$ cat config.mk
export PLATFORM = sky130hd
export DESIGN_NAME = shift_pipe
export DESIGN_NICKNAME = d
export VERILOG_FILES = /design/src/rtl/shift_pipe.sv
export SDC_FILE = /design/constraint.sdc
export NUM_CORES = 1
export LEC_CHECK = 0
export BUFFER_PORTS_ARGS = -buffer_cell sky130_fd_sc_hd__buf_2
export CAP_MARGIN = 5
export CORE_MARGIN = 2
export CORE_UTILIZATION = 33
export CTS_BUF_LIST = sky130_fd_sc_hd__clkbuf_8
export CTS_CLUSTER_DIAMETER = 150
export DETAILED_ROUTE_END_ITERATION = 8
export PLACE_DENSITY_LB_ADDON = 0.2
export SYNTH_ARGS = -nofsm -noshare
export SYNTH_HDL_FRONTEND = slang
export SYNTH_SLANG_ARGS = --single-unit
export TNS_END_PERCENT = 50
$ cat constraint.sdc
create_clock -name clk -period 8 [get_ports clk]
set_input_delay 1.6 -clock clk [delete_from_list [all_inputs] [get_ports clk]]
set_output_delay 1.6 -clock clk [all_outputs]
set_load 0.1 [all_outputs]
$ cat src/rtl/shift_pipe.sv
// Pipelined logarithmic shifter/rotator: an input capture register followed by SHW shift stages.
// Each stage shifts by 2^k under control of the next remaining amount bit, and the whole pipe stalls together.
module shift_pipe #(
  parameter int unsigned WIDTH = 16,
  parameter int unsigned TAG_W = 4,
  localparam int unsigned SHW  = $clog2(WIDTH)
) (
  input  logic             clk,
  input  logic             rst,
  input  logic             in_valid,
  output logic             in_ready,
  input  logic [1:0]       in_op,
  input  logic [WIDTH-1:0] in_data,
  input  logic [SHW-1:0]   in_amt,
  input  logic [TAG_W-1:0] in_tag,
  output logic             out_valid,
  input  logic             out_ready,
  output logic [WIDTH-1:0] out_data,
  output logic [TAG_W-1:0] out_tag,
  output logic             out_zero
);

  localparam logic [1:0] OP_SLL = 2'b00;
  localparam logic [1:0] OP_SRA = 2'b01;
  localparam logic [1:0] OP_ROR = 2'b10;
  localparam logic [1:0] OP_SRL = 2'b11;

  // Index 0 is the input capture register; index k (1..SHW) follows shift stage k-1.
  logic             v_q    [SHW+1];
  logic [1:0]       op_q   [SHW+1];
  logic [WIDTH-1:0] data_q [SHW+1];
  logic [SHW-1:0]   amt_q  [SHW+1];
  logic [TAG_W-1:0] tag_q  [SHW+1];
  logic             zero_q;

  logic             v_n    [SHW+1];
  logic [1:0]       op_n   [SHW+1];
  logic [WIDTH-1:0] data_n [SHW+1];
  logic [SHW-1:0]   amt_n  [SHW+1];
  logic [TAG_W-1:0] tag_n  [SHW+1];

  logic stall;

  function automatic logic [WIDTH-1:0] stage_shift(input logic [WIDTH-1:0] d,
                                                   input logic [1:0] op,
                                                   input int unsigned sh);
    logic [WIDTH-1:0] r;
    case (op)
      OP_SLL:  r = d << sh;
      OP_SRA:  r = WIDTH'($signed(d) >>> sh);
      OP_ROR:  r = (d >> sh) | (d << (WIDTH - sh));
      OP_SRL:  r = d >> sh;
      default: r = d;
    endcase
    return r;
  endfunction

  assign stall     = v_q[SHW] & ~out_ready;
  assign in_ready  = ~stall;
  assign out_valid = v_q[SHW];
  assign out_data  = data_q[SHW];
  assign out_tag   = tag_q[SHW];
  assign out_zero  = zero_q;

  // Next-state of every stage; the remaining amount is shifted so bit 0 always steers the current stage.
  always_comb begin
    v_n[0]    = in_valid;
    op_n[0]   = in_op;
    data_n[0] = in_data;
    amt_n[0]  = in_amt;
    tag_n[0]  = in_tag;
    for (int unsigned k = 1; k <= SHW; k++) begin
      v_n[k]    = v_q[k-1];
      op_n[k]   = op_q[k-1];
      amt_n[k]  = amt_q[k-1] >> 1;
      tag_n[k]  = tag_q[k-1];
      data_n[k] = amt_q[k-1][0] ? stage_shift(data_q[k-1], op_q[k-1], 32'(1) << (k - 1))
                                : data_q[k-1];
    end
  end

  // Reset wins over stall and over a same-cycle request; a stall freezes every stage.
  always_ff @(posedge clk) begin
    if (rst) begin
      zero_q <= 1'b0;
      for (int unsigned k = 0; k <= SHW; k++) begin
        v_q[k]    <= 1'b0;
        op_q[k]   <= '0;
        data_q[k] <= '0;
        amt_q[k]  <= '0;
        tag_q[k]  <= '0;
      end
    end else if (!stall) begin
      zero_q <= ~|data_n[SHW];
      for (int unsigned k = 0; k <= SHW; k++) begin
        v_q[k]    <= v_n[k];
        op_q[k]   <= op_n[k];
        data_q[k] <= data_n[k];
        amt_q[k]  <= amt_n[k];
        tag_q[k]  <= tag_n[k];
      end
    end
  end

endmodule

==> reports/metrics.csv <==
metric;value;unit
Seq/Total Area, Yosys;0.631;
top post-synthesis cells by area;edfxtp_1 63%, and2_1 7.0%, a311oi_1 5.4%;
count of nets after finishing;564;
# diodes;0;
H-tree Lvls;4;
leakage;2.50;nW
share of cells above drive strength 1;0.152;
Layout Skew;0.0113;ns
Initial Util;0.339;
# DRC;0;
Routed Antenna Nets;0;
worst min path class;flip-flop to flip-flop;
worst-path fanout max;4;
GRT Max-Usage Layer;met2;
Setup CP Type;input pin to output pin;
HPWL Detailed;6670;µm
Setup Buffers After CTS;0;
Port Buffers;52;
critical path arrival;2.28;ns
count leader, synth;edfxtp_1;
# IOs;53;
fin crit share;0.485;
Pwr Density;223;nW/µm²
CTS Sinks;124;
row cnt;48;
Syn Area/Cell;11.4;µm²
CTS clk-pin slew, worst paths;0.06;ns
CTS tree;done;
Critical Path Sink Type;output pin;
GR Util All Layers;0.117;
die area;18900;µm²
hold slack;0.508;ns
Synth warnings;0;
# setup viols final;0;
CP Launch Type;input pin;
Async S/R FF share, synth;0;
Resize count post-CTS;0;
Synth area leader;edfxtp_1;
initial antenna violation count;0;
Max Cap Viol;0;
Fin. Hold Viols;0;
detailed-route via count;3751;
DR pass1 iterations;4;
clk root buf;clkbuf_8;
Die Height;138;µm
Top FF cell, synth;edfxtp_1;
chip width;138;µm
met1 Use GR;0.130;
Worst-Margin Slew;1.11;ns
setup_tns;0;ns
clock buffer depth;2;
status;finished, final reports clean;
met2 Track Usage GR;0.191;
Layout area overhead;11.3;%
RSZ-0062 raised after global routing;no;
Seq cells post-synth;124;
synthesized netlist cell count;517;
Routed WL;10100;µm
Post-synth EDFFs;123;
total power;1.46;mW
DRT iter0 DRCs;199;
first-pass GRT wire length;17000;µm
Slew HR;0.262;
clock buffer count from CTS;17;
WL/cell;13.1;µm
global route overflow;0;
post-synth cell types;33;
Cells after DPL;740;
post-layout min period;3.88;ns
Max IR drop VDD;128;µV
commonest cells in the netlist;123 x edfxtp_1, 66 x and2_1, 62 x nor2_1;
vias in the first global route;3575;
Max Transition Viols Final;0;
largest net degree at the start of global routing;69;
share of the synthesized area in the top cell type;0.628;
Via density;4.86;
cts hold-fix bufs;0;
WP data required;6.40;ns
Max Clk Rate;0.258;GHz
Cell Area, Synth;5880;µm²
total core area;17400;µm²
net count after synthesis;547;
clk_lat worst skew;0.43;ns
GR met3 Demand/Resource;0.0379;
Layout Cells excl Fill;772;
Final GP Congestion;0.905;
-- sequential cells by signal, summed over array words and instances (netlist names) --
register / count
out_zero: 1
data_q: 80
amt_q: 10
op_q: 8
tag_q: 20
v_q: 5
-- metal layers --
| layer | vias up | part of all wire |
|---|---|---|
| li1 | 1889 | - |
| met1 | 1721 | 0.43 |
| met2 | 109 | 0.48 |
| met3 | 32 | 0.049 |
| met4 | 0 | 0.041 |
| met5 | - | 0 |
-- cell usage in the layout (no fill, tap or decap), drive strengths merged, types with 15 or more instances in the layout --
| cell | synthesis | routed |
|---|---|---|
| nand2b | 17 | 17 |
| nand2 | 52 | 52 |
| clkbuf | 23 | 17 |
| buf | 32 | 53 |
| a21oi | 19 | 19 |
| a31oi | 15 | 15 |
| edfxtp | 123 | 123 |
| nor2 | 63 | 63 |
| o21ai | 27 | 27 |
| a311oi | 36 | 36 |
| and2 | 66 | 66 |
-- final timing paths --
| check | depth (start not counted) | endpoint | slack, ns | start |
|---|---|---|---|---|
| worst max register to register | 4 | data_q[0][12] | 5.66 | v_q[0][4] |
| worst min register to register | 1 | out_zero | 0.51 | out_zero |
| worst min-delay path | 1 | out_zero | 0.51 | out_zero |
| worst max-delay path | 3 | in_ready | 4.12 | out_ready |
-- kinds of logic (layout without fill, tap and decap cells) --
group / count (synthesis) / in the layout / synth area share
AO/OA/AOI/OAI: 107 / 107 / 0.123
flip-flops: 124 / 124 / 0.631
AND/OR/NAND/NOR: 226 / 226 / 0.192
buffers and inverters: 60 / 90 / 0.0540
-- area by class of cell --
type                            instances  area, µm²
Fill cell                            1687      10800
Clock buffer                           17        234
Clock inverter                         15        165
Sequential cell                       124       3710
Tap cell                              225        282
Inverter                                5       21.3
Multi-Input combinational cell        333       1860
Timing Repair Buffer                   53        268
-- stage by stage --
stage	setup WS, ns	cell area (µm²)	utilization
floorplan	2.58	5880	-
global placement	4.11	6150	0.354
detailed placement	4.11	6150	0.354
CTS	4.11	6550	0.377
global route	4.08	6550	0.377
finish	4.12	6550	0.377
-- worst max-delay path: stages --
cell and delay (ns):
buf_2 0.07, nand2b_1 0.16, buf_2 0.45
-- power by group --
group | switching [mW] | leakage [nW] | internal (mW)
Sequential | 0.0317 | 1.48 | 0.749
Clock | 0.228 | 0.222 | 0.329
Combinational | 0.0827 | 0.801 | 0.0399
(Power assumes the default switching activity.)
